===== src/rtl/prgrm_counter_stk.sv =====
// Fetch-stage program counter with a hardware return-address stack,
// fetch stall and halt/resume control.
module prgrm_counter_stk #(
    parameter int                ADDR_W      = 8,
    parameter int                STACK_DEPTH = 4,
    parameter logic [ADDR_W-1:0] RESET_ADDR  = '0,
    localparam int               PTR_W       = $clog2(STACK_DEPTH),
    localparam int               LVL_W       = PTR_W + 1
) (
    input  logic              clk,
    input  logic              rst,
    input  logic              stall,
    input  logic              is_jmp,
    input  logic              is_call,
    input  logic              is_ret,
    input  logic [ADDR_W-1:0] jmp_target,
    input  logic              halt,
    input  logic              resume,
    output logic [ADDR_W-1:0] pc_addr,
    output logic              pc_valid,
    output logic              halted,
    output logic [LVL_W-1:0]  stack_level,
    output logic              stack_overflow,
    output logic              stack_underflow
);

    typedef enum logic {RUN, HALTED} state_t;

    state_t            state;
    logic [ADDR_W-1:0] stk [STACK_DEPTH];
    logic [ADDR_W-1:0] pc_inc;
    logic [LVL_W-1:0]  lvl_m1;
    logic              stk_empty;
    logic              stk_full;
    logic              ctl_live;
    logic              push_en;

    assign pc_inc    = pc_addr + ADDR_W'(1);
    assign lvl_m1    = stack_level - LVL_W'(1);
    assign stk_empty = (stack_level == '0);
    assign stk_full  = (stack_level == LVL_W'(STACK_DEPTH));

    // Control inputs only act in RUN when neither stall nor halt claims the cycle.
    assign ctl_live = (state == RUN) && !stall && !halt;
    assign push_en  = ctl_live && !is_ret && is_call && !stk_full;

    // Entries need no reset: stack_level alone defines which are live.
    always_ff @(posedge clk) begin
        if (push_en)
            stk[stack_level[PTR_W-1:0]] <= pc_inc;
    end

    always_ff @(posedge clk or posedge rst) begin
        if (rst) begin
            state           <= RUN;
            pc_addr         <= RESET_ADDR;
            pc_valid        <= 1'b1;
            halted          <= 1'b0;
            stack_level     <= '0;
            stack_overflow  <= 1'b0;
            stack_underflow <= 1'b0;
        end else begin
            case (state)
                RUN: begin
                    if (!stall) begin
                        if (halt) begin
                            state    <= HALTED;
                            pc_valid <= 1'b0;
                            halted   <= 1'b1;
                        end else if (is_ret) begin
                            if (stk_empty) begin
                                stack_underflow <= 1'b1;
                                pc_addr         <= pc_inc;
                            end else begin
                                pc_addr     <= stk[lvl_m1[PTR_W-1:0]];
                                stack_level <= lvl_m1;
                            end
                        end else if (is_call) begin
                            if (stk_full) begin
                                stack_overflow <= 1'b1;
                                pc_addr        <= pc_inc;
                            end else begin
                                pc_addr     <= jmp_target;
                                stack_level <= stack_level + LVL_W'(1);
                            end
                        end else if (is_jmp) begin
                            pc_addr <= jmp_target;
                        end else begin
                            pc_addr <= pc_inc;
                        end
                    end
                end
                HALTED: begin
                    // pc_addr is left alone so the first fetch after resume is the held address.
                    if (resume) begin
                        state    <= RUN;
                        pc_valid <= 1'b1;
                        halted   <= 1'b0;
                    end
                end
                default: begin
                    state    <= RUN;
                    pc_valid <= 1'b1;
                    halted   <= 1'b0;
                end
            endcase
        end
    end

endmodule


===== config.mk =====
export PLATFORM = sky130hd
export DESIGN_NAME = prgrm_counter_stk
export DESIGN_NICKNAME = d
export VERILOG_FILES = /design/src/rtl/prgrm_counter_stk.sv
export SDC_FILE = /design/constraint.sdc
export NUM_CORES = 1
export LEC_CHECK = 0
export BUFFER_PORTS_ARGS = -buffer_cell sky130_fd_sc_hd__buf_2
export CAP_MARGIN = 5
export CORE_MARGIN = 3
export CORE_UTILIZATION = 56
export DETAILED_ROUTE_END_ITERATION = 16
export PLACE_DENSITY = 0.78
export SYNTH_ARGS = -nofsm -noshare
export SYNTH_HDL_FRONTEND = slang
export SYNTH_SLANG_ARGS = --single-unit

===== constraint.sdc =====
create_clock -name clk -period 7.9 [get_ports clk]
set_clock_uncertainty 0.1 [all_clocks]
set_input_delay 1.58 -clock clk [delete_from_list [all_inputs] [get_ports clk]]
set_output_delay 1.58 -clock clk [all_outputs]
set_load 0.02 [all_outputs]

==> flow_summary.toml <==
[timing]
achievable-frequency_ghz = 0.305
timing_worst_slew_pin_value_ps = 639
timing.final.crit_period_ps = 3280
fin_ws_ps = 4620
timing.setup.tns_ps = 0
slew_headroom_pct = 57.2
final_hold_viols = 0
slew_viol_final = 0
setup_viol = 0
setup_repair_after_global_routing_missed_its_margin = "false"
min_period_over_period_pct = 41.5

[logic_synthesis]
synth_async_sr_flop_share_pct = 33.3
synth.largest_area_cell = "sky130_fd_sc_hd__edfxtp_1"
post_synth_instance_area_um2 = 2300
syn-num-nets = 189
synth.distinct_cells = 45
yosys_register_bits = 48
ys_seq_area_share_pct = 59.2
synth_flop_cell = "sky130_fd_sc_hd__edfxtp_1"
post_synth_inst_count = 167
synth-edff-count = 32
area_share_of_the_largest_cell_type_after_synthesis_pct = 41.7
syn_warnings = 0
most_area_consuming_cells_after_synthesis = "sky130_fd_sc_hd__edfxtp_1 42%, sky130_fd_sc_hd__dfrtp_1 16%, sky130_fd_sc_hd__mux4_1 8.0%, sky130_fd_sc_hd__ha_1 3.3%, sky130_fd_sc_hd__nor2_1 2.4%"
synth_area_per_cell_um2 = 13.8

[clock_network]
clk_latency_ps = 300
cts_repair_resize_count = 0
clk_pin_slew_ps = 90
post_cts_buffers = 0
clock_tree_from_tritoncts = "yes"
h_tree_lvl_count = 2
cts-hold-fix-buffers = 0
maximum_buffer_depth_of_the_clock_tree = 2
cts_inserted_buffers = 5
cts_num_sinks = 48
clock-root-buffer = "sky130_fd_sc_hd__clkbuf_8"

[power_and_ir_drop]
p_leak_nw = 1.00
irDropWorstVdd_uv = 191
switching_share_pct = 38.9
power.share.combinational_pct = 39.7
share_clk_of_total_power_pct = 16.2
cellInternalPower_mw = 0.559
p_sw_mw = 0.356
power_density_nw_per_um2 = 356
share_seq_of_total_power_pct = 44.1

[route]
drt_drc_violations_left = 0
antenna_left = 0
vias_per_std_cell = 5.98
detailedRoute.firstIterationViolations = 149
detailedRoute.firstPassIterationCount = 4
vias = 1478
drt-wirelength-per-cell_um = 18.3
postRouteWirelength_um = 4510

[finish]
multi_input_logic_area_um2 = 863
mostFrequentLayoutCells = "32 x sky130_fd_sc_hd__edfxtp_1, 30 x sky130_fd_sc_hd__buf_2, 15 x sky130_fd_sc_hd__nor2_1, 15 x sky130_fd_sc_hd__dfrtp_1"
layout.cells.most_common = "sky130_fd_sc_hd__edfxtp_1"
drive_above_1_share_pct = 25.6
flow.area_growth_from_synthesis_pct = 11.7
design.final.nets = 220
n_diodes = 0
fill_cells = 272
register_area_um2 = 1360

[grt]
grt-ovfl-total = 0
grt_start_max_net_pins = 18
gr_util_all_layers_pct = 20.1
grt_pass1_vias = 1516
wire_length_of_the_first_global_routing_pass_um = 7480
antenna_found_initial = 0

[placement]
worst_case_setup_slack_after_placement_ps = 4330
place.port_buffers = 30
routabilityCongestion = 0.912
final_hpwl_from_detailed_placement_um = 3400

[flow_run]
cap_violations = 0

[floorplanning]
die_h_um = 70.1
die_w_um = 70.1
core.rowCount = 22
ioPinCount = 31
floorplan.initialDensity_pct = 60.6
floorplan.die_area_um2 = 4920
core_area_um2 = 3800

[setup_path]
arrival_time_at_the_worst_endpoint_ps = 3110
cp_data_required_time_ps = 7740
critical_path_class = "primary input to flop"
crit_top_cell = "sky130_fd_sc_hd__nor2_1"
critPathMaxFanout = 12
cp-end-kind = "flop"
max_stage_delay_ps = 530
worst_path_max_delay_cell = "sky130_fd_sc_hd__nor2_1"
cells_along_the_critical_path = "buf_2 > or3_4 > nor2_1 > nand3_1 > nor2_1"
start_kind = "primary input"

[worst_hold_path]
holdCritPathClass = "flop to flop"

[status]
status = "finished clean"
-- state kept, by name, indices dropped and copies added (netlist names) --
register and cells:
stack_level 3, stk 32, halted 1, stack_underflow 1
state 1, stack_overflow 1, pc_valid 1, pc_addr 8
-- synth_stat cells (all sizes together), types with 3 or more instances --
library cell	instances
a21oi	10
a32oi	5
buf	5
xor2	4
edfxtp	32
nand2	10
xnor2	3
dfrtp	15
nand3	7
nor3	3
nor2	15
ha	6
o21ai	4
mux4	8
inv	9
-- per-layer routing --
metal  routed length [µm]  track usage (%)
met5                    0                0
met4                   80             10.2
met3                  320             5.47
met2                 2060             29.9
met1                 2050             27.2
-- area by class of cell --
type                       instances  share of cell area [%]
clock buffer                       5                    2.68
clock inverter                     3                    1.02
inverter                           9                    1.31
multi-input combinational        103                    33.6
sequential                        48                    53.0
tap                               48                    2.33
timing repair buffer              31                    6.13
-- final timing paths --
path / from / endpoint / slack (ps) / depth (start not counted)
max in group asynchronous: rst / stack_level[0] / 6050 / 2
max: stall / stk[3][6] / 4620 / 5
min reg2reg: pc_valid / pc_valid / 370 / 2
max reg2reg: stack_level[0] / pc_addr[6] / 5400 / 6
min in group asynchronous: rst / stack_overflow / 1240 / 2
min: pc_valid / pc_valid / 370 / 2
-- power by group through the flow --
stage               Clock [mW]  Sequential (mW)  Combinational (mW)
finish                   0.149            0.404               0.363
global route             0.169            0.411               0.394
CTS                      0.153            0.403               0.363
detailed placement           0            0.409               0.362
global placement             0            0.404               0.353
floorplan                    0            0.432               0.234
-- metrics by stage --
stage / area, µm² / instances / power [mW] / utilization (%) / hold WS [ps]
floorplan: 2300 / 167 / 0.665 / - / 392
global placement: 2480 / 239 / 0.757 / 65.2 / 351
detailed placement: 2480 / 239 / 0.770 / 65.2 / 358
CTS: 2570 / 247 / 0.920 / 67.7 / 379
global route: 2570 / 247 / 0.974 / 67.7 / 386
finish: 2570 / 247 / 0.916 / 67.7 / 371
-- kinds of logic (layout without fill, tap and decap cells) --
kind of cell             Yosys count  after routing  synth area share (%)
buffers and inverters             16             48                  3.31
AND/OR/NAND/NOR                   44             44                  9.51
multiplexers                      10             10                  9.84
AO/OA/AOI/OAI                     36             36                  12.2
XOR/XNOR                           7              7                  2.66
adder cells (fa/ha/maj)            6              6                  3.26
flip-flops                        48             48                  59.2
-- worst max-delay path: cells and delay by family --
| family | cells | cell delay, ps |
|---|---|---|
| and+or+nand+nor | 4 | 1410 |
| buffers and inverters | 1 | 120 |
(Power assumes the default switching activity.)
